### src/rtl/alu_pkg.sv
//------------------------------------------------------------------------------
// alu_pkg : shared sizing defaults for the ALU adder datapath
// Rev 1.0
//------------------------------------------------------------------------------
`default_nettype none

package alu_pkg;
  localparam int ADD_WIDTH = 4;
  localparam int ADD_BLOCK = 2;
endpackage

`default_nettype wire

### src/rtl/csa_block.sv
//------------------------------------------------------------------------------
// csa_block : BLOCK-bit ripple adder slice used by the carry-select adder
// Rev 1.0
//------------------------------------------------------------------------------
`default_nettype none

module csa_block #(
  parameter int BLOCK = alu_pkg::ADD_BLOCK
) (
  input  logic [BLOCK-1:0] a,
  input  logic [BLOCK-1:0] b,
  input  logic             ci,
  output logic [BLOCK-1:0] s,
  output logic             co,
  output logic             c_msb_in
);

  // The ripple carry is held in a scalar that walks up the slice, so no
  // vector bit ever depends on another bit of the same vector.
  always_comb begin
    logic c;
    c        = ci;
    s        = '0;
    c_msb_in = ci;
    for (int i = 0; i < BLOCK; i++) begin
      if (i == BLOCK - 1) c_msb_in = c;
      s[i] = a[i] ^ b[i] ^ c;
      c    = (a[i] & b[i]) | (c & (a[i] ^ b[i]));
    end
    co = c;
  end

endmodule

`default_nettype wire

### src/rtl/carry_select_adder4.sv
//------------------------------------------------------------------------------
// carry_select_adder4 : registered carry-select adder with carry and overflow
// Rev 1.0
//------------------------------------------------------------------------------
`default_nettype none

module carry_select_adder4
  import alu_pkg::*;
#(
  parameter int WIDTH = ADD_WIDTH,
  parameter int BLOCK = ADD_BLOCK
) (
  input  logic             clk,
  input  logic             rst,
  input  logic [WIDTH-1:0] a,
  input  logic [WIDTH-1:0] b,
  input  logic             cin,
  output logic [WIDTH-1:0] sum,
  output logic             cout,
  output logic             overflow
);

  localparam int NUM_BLK = WIDTH / BLOCK;

  // Index 0 of the *_lo arrays holds the real block-0 result (fed by cin);
  // upper indices hold the carry-in-0 speculation, *_hi the carry-in-1 one.
  logic [BLOCK-1:0] s_lo    [NUM_BLK];
  logic             co_lo   [NUM_BLK];
  logic             cm_lo   [NUM_BLK];
  logic [BLOCK-1:0] s_hi    [NUM_BLK];
  logic             co_hi   [NUM_BLK];
  logic             cm_hi   [NUM_BLK];

  logic [WIDTH-1:0] sum_d, sum_q;
  logic             cout_d, cout_q;
  logic             overflow_d, overflow_q;

  generate
    for (genvar k = 0; k < NUM_BLK; k++) begin : g_blk
      if (k == 0) begin : g_ripple
        csa_block #(.BLOCK(BLOCK)) u_blk (
          .a        (a[BLOCK-1:0]),
          .b        (b[BLOCK-1:0]),
          .ci       (cin),
          .s        (s_lo[0]),
          .co       (co_lo[0]),
          .c_msb_in (cm_lo[0])
        );
        assign s_hi[0]  = s_lo[0];
        assign co_hi[0] = co_lo[0];
        assign cm_hi[0] = cm_lo[0];
      end else begin : g_select
        csa_block #(.BLOCK(BLOCK)) u_blk_c0 (
          .a        (a[k*BLOCK +: BLOCK]),
          .b        (b[k*BLOCK +: BLOCK]),
          .ci       (1'b0),
          .s        (s_lo[k]),
          .co       (co_lo[k]),
          .c_msb_in (cm_lo[k])
        );
        csa_block #(.BLOCK(BLOCK)) u_blk_c1 (
          .a        (a[k*BLOCK +: BLOCK]),
          .b        (b[k*BLOCK +: BLOCK]),
          .ci       (1'b1),
          .s        (s_hi[k]),
          .co       (co_hi[k]),
          .c_msb_in (cm_hi[k])
        );
      end
    end
  endgenerate

  // Block 0 has identical lo/hi copies, so selecting it with cin is a no-op;
  // each later block is chosen by the resolved carry out of its predecessor.
  always_comb begin
    logic carry;
    logic c_msb;
    carry = cin;
    c_msb = 1'b0;
    sum_d = '0;
    for (int k = 0; k < NUM_BLK; k++) begin
      sum_d[k*BLOCK +: BLOCK] = carry ? s_hi[k]  : s_lo[k];
      c_msb                   = carry ? cm_hi[k] : cm_lo[k];
      carry                   = carry ? co_hi[k] : co_lo[k];
    end
    cout_d     = carry;
    overflow_d = c_msb ^ carry;
  end

  always_ff @(posedge clk) begin
    if (rst) begin
      sum_q      <= '0;
      cout_q     <= 1'b0;
      overflow_q <= 1'b0;
    end else begin
      sum_q      <= sum_d;
      cout_q     <= cout_d;
      overflow_q <= overflow_d;
    end
  end

  assign sum      = sum_q;
  assign cout     = cout_q;
  assign overflow = overflow_q;

endmodule

`default_nettype wire

### config.mk
export PLATFORM = sky130hd
export DESIGN_NAME = carry_select_adder4
export DESIGN_NICKNAME = d
export VERILOG_FILES = /design/src/rtl/alu_pkg.sv /design/src/rtl/csa_block.sv /design/src/rtl/carry_select_adder4.sv
export SDC_FILE = /design/constraint.sdc
export NUM_CORES = 1
export LEC_CHECK = 0
export CELL_PAD_IN_SITES_DETAIL_PLACEMENT = 1
export CELL_PAD_IN_SITES_GLOBAL_PLACEMENT = 2
export CORE_MARGIN = 2
export CORE_UTILIZATION = 20
export CTS_CLUSTER_SIZE = 14
export DETAILED_ROUTE_END_ITERATION = 10
export GPL_ROUTABILITY_DRIVEN = 0
export PLACE_DENSITY = 0.73
export SYNTH_ARGS = -nofsm -noshare
export SYNTH_HDL_FRONTEND = slang
export SYNTH_SLANG_ARGS = --single-unit
### constraint.sdc
create_clock -name clk -period 4.09 [get_ports clk]
set_clock_uncertainty 0.2 [all_clocks]
set_input_delay 0.409 -clock clk [delete_from_list [all_inputs] [get_ports clk]]
set_output_delay 0.409 -clock clk [all_outputs]
set_load 0.01 [all_outputs]
==> metrics.md <==
| Metric | Value |
|---|---|
| Drt pass-1 iters | `1` |
| RSZ-0062 raised after global routing | `no` |
| Final Max Slew Viols | `0` |
| Initial antenna violation count | `0` |
| H-tree depth | `1` |
| Final Hold Viols | `0` |
| CTS Hold Buffers Added | `0` |
| Net Sw Frac | `24.0%` |
| First-pass GRT wire length | `1080 um` |
| Leakage | `0.231 nW` |
| Sequential share of power | `39.9%` |
| Seq/Total Area, Yosys | `40.2%` |
| Worst hold slack | `0.619 ns` |
| Final setup viols | `0` |
| Fmax achieved | `385 MHz` |
| Vias/cell | `3.90` |
| Critical path endpoint category | `flip-flop` |
| Largest net degree at the start of global routing | `7` |
| HP Start | `rst` |
| Hpwl dp | `510 um` |
| Outcome | `complete, no violations` |
| CP max FO | `3` |
| Post-synthesis net count | `45` |
| Largest family of logic cells by synthesized area | `adder cells` |
| Inserted Clock Buffers | `3` |
| Post-cts sizing count | `0` |
| Vias in the first global route | `281` |
| Multiplexer share of the synthesized area | `5.02%` |
| Die Y | `42.7 um` |
| Post-route ant nets | `0` |
| Top-area cell type share of the netlist area | `40.2%` |
| Synth top area cells | `dfxtp_1 (40%), fa_1 (20%), inv_1 (10%)` |
| Critical path required time | `4.02 ns` |
| Startpoint Class | `primary input` |
| Via count | `246` |
| CP Data Arrival Time | `2.53 ns` |
| DRT Wirelength | `552 um` |
| Final period util | `63.5%` |
| CTS tree | `yes` |
| Post-synthesis simple-gate area fraction | `10.5%` |
| Power Dens Cells | `337 mW/mm2` |
| Switch Pwr | `40.5 uW` |
| Compound-cell area share of the yosys netlist | `2.93%` |
| # rows | `13` |
| Cell count after synthesis | `29` |
| Slew at the pin with the worst max-slew slack | `0.199 ns` |
| Port Buffers | `16` |
| Combinational fraction of design power | `27.7%` |
| Synth Area in Adders | `28.5%` |
| #FFs+latches synth | `6` |
| Clock slew at reported path FFs | `0.05 ns` |
| Xor/xnor cell area share of the yosys netlist | `2.93%` |
| Tmin final | `2.60 ns` |
| Synth area leader | `dfxtp_1` |
| WHS Path Cells | `2` |
| DR WL/cell | `8.76 um` |
| Setup Crit Path Kind | `in -> reg` |
| Avg Cell Area, Syn | `10.3 um2` |
| Fraction of layout instances using a drive strength above 1 | `10.4%` |
| Internal power | `128 uW` |
| Worst Hold Class | `in -> reg` |
| Die Wd | `42.7 um` |
| VDD IR-drop max | `0.0823 mV` |
| Synthesis Warnings | `0` |
| N_diodes | `0` |
| Area growth, synth to finish | `67.4%` |
| CORE AREA | `0.00135 mm2` |
| Remaining routing DRC violations | `0` |
| Hold Path Sink | `sum[3]` |
| Grt total ovfl | `0` |
| Final setup TNS | `0 ns` |
| Post-CTS Setup Bufs | `0` |
| Max Cap Viol | `0` |
| Number of nets in the layout | `66` |
| Initial Utilization | `22.2%` |
| Max-slew headroom | `86.7%` |
| Clk buf depth | `2` |
| Die area | `0.00182 mm2` |
| DRT iter0 DRCs | `0` |
| Cell Area, Synth | `299 um2` |
| Clock Power Share | `32.4%` |
| TritonCTS Sinks | `6` |
| Post-synth cell types | `10` |
| CTS root buffer | `clkbuf_4` |
| Gr usage total | `8.34%` |
| Total I/O pin count | `17` |
cells in the final DEF (no fill, tap or decap):
cell,count
clkbuf_4,3
fa_1,3
nor2b_1,2
dfxtp_1,6
ha_1,2
clkdlybuf4s50_1,16
inv_1,8
nor2_1,4
xnor2_1,1
o21ai_2,1
nand2_1,1
mux2_4,1
state kept, by name, indices dropped and copies added (netlist names):
register	count
sum	4
overflow	1
cout	1
synth_stat cells:
cell	number
xnor2_1	1
nor2_1	4
ha_1	2
nor2b_1	2
nand2_1	1
mux2_4	1
o21ai_2	1
dfxtp_1	6
fa_1	3
inv_1	8
worst max path at each step:
stage	from	to	slack (ns)	depth (start not counted)
finish	a[0]	overflow	1.49	9
CTS	a[0]	overflow	1.48	9
floorplan	a[0]	overflow	1.77	9
global route	a[0]	overflow	1.39	9
detailed placement	a[0]	overflow	1.23	9
global placement	a[0]	overflow	1.28	9
layout make-up:
type / count / area (um2)
clock buffer: 3 / 22.5
fill: 160 / 850
sequential: 6 / 120
multi-input combinational: 15 / 149
tap: 15 / 18.8
inverter: 8 / 30.0
timing repair buffer: 16 / 160
worst max-delay path, cell delays in order:
cell             delay (ns)
clkdlybuf4s50_1        0.46
inv_1                  0.06
fa_1                   0.41
inv_1                  0.07
fa_1                   0.23
o21ai_2                0.10
fa_1                   0.38
nor2b_1                0.14
mux2_4                 0.27
through the flow:
| step | utilization, % | cells | area, um2 | total power [mW] | worst slack, ns |
|---|---|---|---|---|---|
| 3_5_place_dp | 35.4 | 60 | 478 | 0.116 | 1.23 |
| 3_3_place_gp | 35.4 | 60 | 478 | 0.114 | 1.28 |
| 4_1_cts | 37.1 | 63 | 500 | 0.172 | 1.48 |
| 5_1_grt | 37.1 | 63 | 500 | 0.179 | 1.39 |
| 6_report | 37.1 | 63 | 500 | 0.169 | 1.49 |
| 2_1_floorplan | - | 29 | 299 | 0.0888 | 1.77 |
power groups by stage:
stage	Combinational (mW)	Clock (mW)	Sequential, mW
after global placement	0.0463	0	0.0680
final	0.0467	0.0546	0.0672
after detailed placement	0.0475	0	0.0685
after global routing	0.0519	0.0591	0.0678
after floorplan	0.0167	0	0.0721
after CTS	0.0476	0.0572	0.0674
routing by layer:
layer,global-route usage (%),part of all wire (%),vias to the layer above
met2,14.8,58,9
met5,0,0,-
met3,2.55,5.8,0
met4,7.50,0,0
met1,7.29,36,117
li1,-,-,120
cells by family (layout without fill, tap and decap cells):
group,after synthesis,count (layout)
buffers and inverters,8,27
and+or+nand+nor,7,7
DFF,6,6
adders and majority gates,5,5
AOI/OAI and AO/OA,1,1
xor gates and xnor gates,1,1
muxes,1,1
No activity file was read; power rests on OpenSTA's default activity.
